===== src/rtl/rob_reg_release_if.sv =====
// rob_reg_release_if
//   Bundles the rename/writeback/flush inputs and the commit/restore/free
//   outputs of the reorder buffer.
//   master : rename / execute / free-list side (drives alloc, wb, flush)
//   slave  : the ROB (drives ready, index, commit, restore, free, status)
interface rob_reg_release_if #(
    parameter int ROB_IDX_BITS  = 4,
    parameter int PHYS_REG_BITS = 6,
    parameter int ARCH_REG_BITS = 5
);
    logic                     alloc_en;
    logic                     alloc_has_dest;
    logic [ARCH_REG_BITS-1:0] alloc_arch_rd;
    logic [PHYS_REG_BITS-1:0] alloc_new_phys;
    logic [PHYS_REG_BITS-1:0] alloc_old_phys;
    logic                     alloc_ready;
    logic [ROB_IDX_BITS-1:0]  alloc_idx;
    logic                     wb_en;
    logic [ROB_IDX_BITS-1:0]  wb_idx;
    logic                     flush;
    logic                     commit_en;
    logic [ARCH_REG_BITS-1:0] commit_arch_rd;
    logic [PHYS_REG_BITS-1:0] commit_phys;
    logic                     restore_en;
    logic [ARCH_REG_BITS-1:0] restore_arch_rd;
    logic [PHYS_REG_BITS-1:0] restore_phys;
    logic                     free_en;
    logic [PHYS_REG_BITS-1:0] free_reg;
    logic                     walking;
    logic [ROB_IDX_BITS:0]    count;

    modport master (
        output alloc_en, alloc_has_dest, alloc_arch_rd, alloc_new_phys, alloc_old_phys,
        output wb_en, wb_idx, flush,
        input  alloc_ready, alloc_idx,
        input  commit_en, commit_arch_rd, commit_phys,
        input  restore_en, restore_arch_rd, restore_phys,
        input  free_en, free_reg, walking, count
    );

    modport slave (
        input  alloc_en, alloc_has_dest, alloc_arch_rd, alloc_new_phys, alloc_old_phys,
        input  wb_en, wb_idx, flush,
        output alloc_ready, alloc_idx,
        output commit_en, commit_arch_rd, commit_phys,
        output restore_en, restore_arch_rd, restore_phys,
        output free_en, free_reg, walking, count
    );
endinterface


===== src/rtl/rob_reg_release.sv =====
// rob_reg_release
//   In-order reorder buffer owning the physical-register free port.
//   Rename pushes {arch rd, new phys, old phys}; writeback marks entries done;
//   in-order commit frees old phys. A flush starts a youngest-first walk that
//   frees each squashed new phys and hands {arch rd, old phys} back to the RAT.
// Ports
//   clk   : clock, all state on rising edge
//   rst_n : asynchronous active-low reset
//   bus   : rob_reg_release_if.slave (alloc / wb / flush in; commit, restore,
//           free, walking, count out)
module rob_reg_release #(
    parameter int ROB_DEPTH     = 16,
    parameter int ROB_IDX_BITS  = 4,
    parameter int PHYS_REG_BITS = 6,
    parameter int ARCH_REG_BITS = 5
) (
    input  logic              clk,
    input  logic              rst_n,
    rob_reg_release_if.slave  bus
);
    typedef enum logic {RUN, WALK} state_t;

    typedef struct packed {
        logic                     has_dest;
        logic [ARCH_REG_BITS-1:0] arch_rd;
        logic [PHYS_REG_BITS-1:0] new_phys;
        logic [PHYS_REG_BITS-1:0] old_phys;
    } rob_ent_t;

    localparam logic [ROB_IDX_BITS:0] DEPTH_C = (ROB_IDX_BITS+1)'(ROB_DEPTH);
    localparam logic [ROB_IDX_BITS:0] ONE_C   = (ROB_IDX_BITS+1)'(1);

    state_t                  state;
    logic [ROB_IDX_BITS:0]   head, tail, count;
    logic [ROB_DEPTH-1:0]    valid, done;
    rob_ent_t                ent [ROB_DEPTH];

    logic [ROB_IDX_BITS-1:0] head_idx, tail_idx, walk_idx;
    rob_ent_t                head_ent, walk_ent, alloc_ent;
    logic                    empty, full, run;
    logic                    do_commit, do_alloc, do_wb, do_walk;

    assign head_idx = head[ROB_IDX_BITS-1:0];
    assign tail_idx = tail[ROB_IDX_BITS-1:0];
    // Youngest live entry sits just below the tail.
    assign walk_idx = tail_idx - ROB_IDX_BITS'(1);
    assign head_ent = ent[head_idx];
    assign walk_ent = ent[walk_idx];

    assign empty = (count == '0);
    assign full  = (count == DEPTH_C);
    assign run   = (state == RUN);

    // A write to x0 is kept as "no destination" so nothing is ever freed for it.
    assign alloc_ent.has_dest = bus.alloc_has_dest && (bus.alloc_arch_rd != '0);
    assign alloc_ent.arch_rd  = bus.alloc_arch_rd;
    assign alloc_ent.new_phys = bus.alloc_new_phys;
    assign alloc_ent.old_phys = bus.alloc_old_phys;

    // done is only ever set on valid entries, so done alone qualifies the head.
    assign do_commit = run && !empty && done[head_idx] && !bus.flush;
    assign do_alloc  = run && !full && bus.alloc_en && !bus.flush;
    assign do_wb     = bus.wb_en && valid[bus.wb_idx];
    assign do_walk   = (state == WALK);

    always_ff @(posedge clk or negedge rst_n) begin
        if (!rst_n) begin
            state <= RUN;
            head  <= '0;
            tail  <= '0;
            count <= '0;
            valid <= '0;
            done  <= '0;
        end else if (run) begin
            if (bus.flush) begin
                if (!empty) state <= WALK;
            end else begin
                if (do_wb) done[bus.wb_idx] <= 1'b1;
                if (do_commit) begin
                    valid[head_idx] <= 1'b0;
                    done[head_idx]  <= 1'b0;
                    head            <= head + ONE_C;
                end
                if (do_alloc) begin
                    valid[tail_idx] <= 1'b1;
                    done[tail_idx]  <= 1'b0;
                    tail            <= tail + ONE_C;
                end
                count <= count + (ROB_IDX_BITS+1)'(do_alloc)
                               - (ROB_IDX_BITS+1)'(do_commit);
            end
        end else begin
            // One squashed entry per cycle; inputs are ignored while walking.
            valid[walk_idx] <= 1'b0;
            done[walk_idx]  <= 1'b0;
            tail            <= tail - ONE_C;
            count           <= count - ONE_C;
            if (count == ONE_C) state <= RUN;
        end
    end

    // Payload needs no reset: valid gates every use of it.
    always_ff @(posedge clk) begin
        if (do_alloc) ent[tail_idx] <= alloc_ent;
    end

    always_comb begin
        bus.alloc_ready     = run && !full;
        bus.alloc_idx       = tail_idx;
        bus.walking         = do_walk;
        bus.count           = count;
        bus.commit_en       = do_commit;
        bus.commit_arch_rd  = '0;
        bus.commit_phys     = '0;
        bus.restore_en      = 1'b0;
        bus.restore_arch_rd = '0;
        bus.restore_phys    = '0;
        bus.free_en         = 1'b0;
        bus.free_reg        = '0;
        if (do_commit && head_ent.has_dest) begin
            bus.commit_arch_rd = head_ent.arch_rd;
            bus.commit_phys    = head_ent.new_phys;
            bus.free_en        = 1'b1;
            bus.free_reg       = head_ent.old_phys;
        end
        // Commit and walk never coincide (different states): one free per cycle.
        if (do_walk && walk_ent.has_dest) begin
            bus.restore_en      = 1'b1;
            bus.restore_arch_rd = walk_ent.arch_rd;
            bus.restore_phys    = walk_ent.old_phys;
            bus.free_en         = 1'b1;
            bus.free_reg        = walk_ent.new_phys;
        end
    end
endmodule


===== src/flat_wrapper.sv =====
// flat-port wrapper written by rule: the top's interface ports become plain ports
module rob_reg_release_flat 
#(
    parameter int ROB_DEPTH     = 16,
    parameter int ROB_IDX_BITS  = 4,
    parameter int PHYS_REG_BITS = 6,
    parameter int ARCH_REG_BITS = 5
)
  (clk, rst_n, bus_alloc_en, bus_alloc_has_dest, bus_alloc_arch_rd, bus_alloc_new_phys, bus_alloc_old_phys, bus_wb_en, bus_wb_idx, bus_flush, bus_alloc_ready, bus_alloc_idx, bus_commit_en, bus_commit_arch_rd, bus_commit_phys, bus_restore_en, bus_restore_arch_rd, bus_restore_phys, bus_free_en, bus_free_reg, bus_walking, bus_count);
  rob_reg_release_if #(.ROB_IDX_BITS(ROB_IDX_BITS), .PHYS_REG_BITS(PHYS_REG_BITS), .ARCH_REG_BITS(ARCH_REG_BITS)) bus_i ();
  input  logic clk;
  input  logic rst_n;
  input wire logic [$bits(bus_i.alloc_en)-1:0] bus_alloc_en;
  input wire logic [$bits(bus_i.alloc_has_dest)-1:0] bus_alloc_has_dest;
  input wire logic [$bits(bus_i.alloc_arch_rd)-1:0] bus_alloc_arch_rd;
  input wire logic [$bits(bus_i.alloc_new_phys)-1:0] bus_alloc_new_phys;
  input wire logic [$bits(bus_i.alloc_old_phys)-1:0] bus_alloc_old_phys;
  input wire logic [$bits(bus_i.wb_en)-1:0] bus_wb_en;
  input wire logic [$bits(bus_i.wb_idx)-1:0] bus_wb_idx;
  input wire logic [$bits(bus_i.flush)-1:0] bus_flush;
  output wire logic [$bits(bus_i.alloc_ready)-1:0] bus_alloc_ready;
  output wire logic [$bits(bus_i.alloc_idx)-1:0] bus_alloc_idx;
  output wire logic [$bits(bus_i.commit_en)-1:0] bus_commit_en;
  output wire logic [$bits(bus_i.commit_arch_rd)-1:0] bus_commit_arch_rd;
  output wire logic [$bits(bus_i.commit_phys)-1:0] bus_commit_phys;
  output wire logic [$bits(bus_i.restore_en)-1:0] bus_restore_en;
  output wire logic [$bits(bus_i.restore_arch_rd)-1:0] bus_restore_arch_rd;
  output wire logic [$bits(bus_i.restore_phys)-1:0] bus_restore_phys;
  output wire logic [$bits(bus_i.free_en)-1:0] bus_free_en;
  output wire logic [$bits(bus_i.free_reg)-1:0] bus_free_reg;
  output wire logic [$bits(bus_i.walking)-1:0] bus_walking;
  output wire logic [$bits(bus_i.count)-1:0] bus_count;
  assign bus_i.alloc_en = bus_alloc_en;
  assign bus_i.alloc_has_dest = bus_alloc_has_dest;
  assign bus_i.alloc_arch_rd = bus_alloc_arch_rd;
  assign bus_i.alloc_new_phys = bus_alloc_new_phys;
  assign bus_i.alloc_old_phys = bus_alloc_old_phys;
  assign bus_i.wb_en = bus_wb_en;
  assign bus_i.wb_idx = bus_wb_idx;
  assign bus_i.flush = bus_flush;
  assign bus_alloc_ready = bus_i.alloc_ready;
  assign bus_alloc_idx = bus_i.alloc_idx;
  assign bus_commit_en = bus_i.commit_en;
  assign bus_commit_arch_rd = bus_i.commit_arch_rd;
  assign bus_commit_phys = bus_i.commit_phys;
  assign bus_restore_en = bus_i.restore_en;
  assign bus_restore_arch_rd = bus_i.restore_arch_rd;
  assign bus_restore_phys = bus_i.restore_phys;
  assign bus_free_en = bus_i.free_en;
  assign bus_free_reg = bus_i.free_reg;
  assign bus_walking = bus_i.walking;
  assign bus_count = bus_i.count;
  rob_reg_release #(.ROB_DEPTH(ROB_DEPTH), .ROB_IDX_BITS(ROB_IDX_BITS), .PHYS_REG_BITS(PHYS_REG_BITS), .ARCH_REG_BITS(ARCH_REG_BITS)) u_core (.clk(clk), .rst_n(rst_n), .bus(bus_i));
endmodule

===== config.mk =====
export PLATFORM = sky130hd
export DESIGN_NAME = rob_reg_release_flat
export DESIGN_NICKNAME = d
export VERILOG_FILES = /design/src/rtl/rob_reg_release_if.sv /design/src/rtl/rob_reg_release.sv /design/src/flat_wrapper.sv
export SDC_FILE = /design/constraint.sdc
export NUM_CORES = 1
export LEC_CHECK = 0
export BUFFER_PORTS_ARGS = -buffer_cell sky130_fd_sc_hd__buf_2
export CORE_ASPECT_RATIO = 1.1
export CORE_MARGIN = 3
export CORE_UTILIZATION = 53
export CTS_CLUSTER_DIAMETER = 100
export CTS_CLUSTER_SIZE = 30
export DETAILED_ROUTE_END_ITERATION = 8
export PLACE_DENSITY = 0.7
export SYNTH_ARGS = -nofsm -noshare
export SYNTH_HDL_FRONTEND = slang
export SYNTH_SLANG_ARGS = --single-unit

===== constraint.sdc =====
create_clock -name clk -period 6.7 [get_ports clk]
set_input_delay 0.67 -clock clk [delete_from_list [all_inputs] [get_ports clk]]
set_output_delay 0.67 -clock clk [all_outputs]
set_load 0.02 [all_outputs]

==> summary.txt <==
Status
  – Status: finished, final reports clean

Clock tree
  – CTS Root Cell: clkbuf_16
  – TritonCTS clock tree: done
  – CTS buffer count: 15
  – Htree depth: 1
  – Worst-skew pair later-pin latency: 540 ps
  – CTS resizes: 0
  – Clock Pin Slew Worst Setup and Hold Paths: 120 ps
  – CTS Sinks: 334
  – Post-cts hold buffer count: 0
  – Clock Path Buffers: 3
  – Postcts setup bufs: 0

Layout
  – Commonest non-fill, non-tap cell in the layout: edfxtp_1
  – Post-layout utilization of the core: 58.1%
  – Most frequent cells in the layout: edfxtp_1, mux4_2, buf_2
  – Post-layout instance area: 17800 sq um
  – Nets: 1010
  – ANT cells: 0
  – Area Overhead vs Synth: 7.21%
  – Share of cells above drive strength 1: 33.5%

Synth
  – Synth Net Count: 956
  – Top FF cell, synth: edfxtp_1
  – Ys Warns: 0
  – #FFs+latches synth: 334
  – Area contributors post-synth: edfxtp_1, mux4_2, dfrtp_1
  – Mean post-synth cell area: 18.4 sq um
  – Fraction of registers with async set/reset: 13.8%
  – Post-synthesis cell count: 905
  – EDFF count, synth: 288
  – Share of the synthesized area in the top cell type: 52.0%
  – Mapped cell area: 16600 sq um
  – Sequential share of the synthesized area: 59.0%
  – Top cell type by total area after synthesis: edfxtp_1
  – Yosys cell types: 63

Timing
  – Post-Route Skew: 33.7 ps
  – RSZ-0062 raised after global routing: false
  – Slew @ Worst Pin: 1120 ps
  – Min cycle time layout: 4980 ps
  – Setup TNS: 0 ps
  – Final clock period utilization by the worst path: 74.3%
  – Final setup viols: 0
  – Max Freq: 201 MHz
  – Pins Over Slew Limit: 0
  – Slew HR: 25.3%
  – Hold Vio Cnt, Final: 0
  – Final hold slack: 237 ps

Worst setup path
  – Critical Path Max Stage Delay: 890 ps
  – CP max FO: 38
  – Critical path's slowest cell: dfrtp_4
  – Worst Path Buf+Inv: 2
  – WP data required: 6030 ps
  – Setup CP Type: reg2out
  – CP Cell Sequence: inv_1, ha_4, mux4_2, mux2_2, o2111ai_4, nor2b_1, buf_2
  – Crit path launch type: flop
  – Delay-heaviest family, CP: flip-flops
  – Arr. time, crit path: 4310 ps
  – Worst setup EP type: output port

Routing
  – DR iter-0 viols: 996
  – Via-per-instance ratio: 6.83
  – Routed len/inst: 30.3 um
  – Final ANT Viol Nets: 0
  – Final WL: 41800 um
  – Via count: 9436
  – Post-route DRC: 0
  – First-pass DRT Iterations: 5

Global route
  – Largest net degree at the start of global routing: 53
  – Antenna violations before repair: 1
  – Total track usage: 25.4%
  – GR Overflow Total: 0
  – Global-route wire length before repair: 62400 um
  – Vias in the first global route: 9362

Placed design
  – Buffers on Ports: 68
  – Dpl cell area: 17400 sq um
  – HPWL Detailed: 25000 um
  – Routability cong.: 0.913

Pwr
  – Peak supply drop: 0.000262 V
  – Final Total Pwr: 0.00707 W
  – PwrDens: 397 nW/um^2
  – Leakage: 6.11 nW

Floorplanning
  – # IOs: 69
  – Die Width: 175 um
  – Die Y: 192 um
  – Die area: 33500 sq um
  – # rows: 67
  – Initial Utilization: 54.2%
  – Core box area: 30700 sq um

Min path
  – Hold WC Path Type: in2async

Flow run
  – Max_cap viols: 0
## power breakdown
group	switching (W)	internal (W)
registers	0.000267	0.00237
logic	0.00175	0.00161
clock network	0.000639	0.000435
## cell type report
| class | count | area (sq um) |
|---|---|---|
| sequential | 334 | 9810 |
| fill | 2363 | 12900 |
| tap | 414 | 518 |
| clock buffer | 21 | 398 |
| clock inverter | 4 | 42.5 |
| inverter | 26 | 97.6 |
| multi-input combinational | 486 | 6400 |
| timing repair buffer | 96 | 551 |
## cells in the mapped netlist (15+ instances only)
master	count
mux4_1	26
mux4_2	156
edfxtp_1	288
buf_2	22
nor2_1	22
nand2_1	41
inv_1	18
dfrtp_1	46
ha_1	22
nand3_1	18
a21oi_1	16
nor2b_1	16
and3_1	18
clkbuf_1	15
## sequential cells by signal (all words and copies together) (netlist names)
register,flops
u_core.tail,4
u_core.ent,288
u_core.valid,16
u_core.head,4
u_core.bus.count,5
u_core.done,16
u_core.bus.walking,1
## path summary, 6_finish.rpt
path | slack, ps | cells after the start | startpoint | endpoint
worst max-delay path | 1720 | 7 | u_core.tail[0] | bus_restore_arch_rd[0]
worst min-delay path | 240 | 2 | rst_n | u_core.valid[6]
worst max register to register | 2710 | 13 | u_core.head[2] | u_core.bus.count[4]
worst min register to register | 500 | 1 | u_core.valid[14] | u_core.valid[14]
max in group asynchronous | 5950 | 2 | rst_n | u_core.head[1]
min in group clk | 500 | 1 | u_core.valid[14] | u_core.valid[14]
## metrics by stage
stage / instances / setup WS (ps)
2_1_floorplan: 905 / 3060
3_3_place_gp: 1356 / 2310
3_5_place_dp: 1356 / 2260
4_1_cts: 1381 / 1660
5_1_grt: 1381 / 1490
6_report: 1381 / 1720
## per-layer routing
layer  vias to the layer above  track usage (%)  routed length [um]
met5                         -                0                  13
met4                         2             5.65                 935
met3                        66             3.97                3170
met2                       431             42.2               21000
met1                      5040             36.2               16700
li1                       3897                -                   -
## cells by family (layout without fill, tap and decap cells)
kind of cell	Yosys count	after routing	share of synthesized area, %
AO/OA/AOI/OAI	84	84	3.82
XOR/XNOR	14	14	0.738
adder cells (fa/ha/maj)	24	24	1.90
buffers and inverters	85	147	2.94
flip-flops	334	334	59.0
multiplexers	199	199	26.3
AND/OR/NAND/NOR	165	165	5.34
No activity file was read; power rests on OpenSTA's default activity.
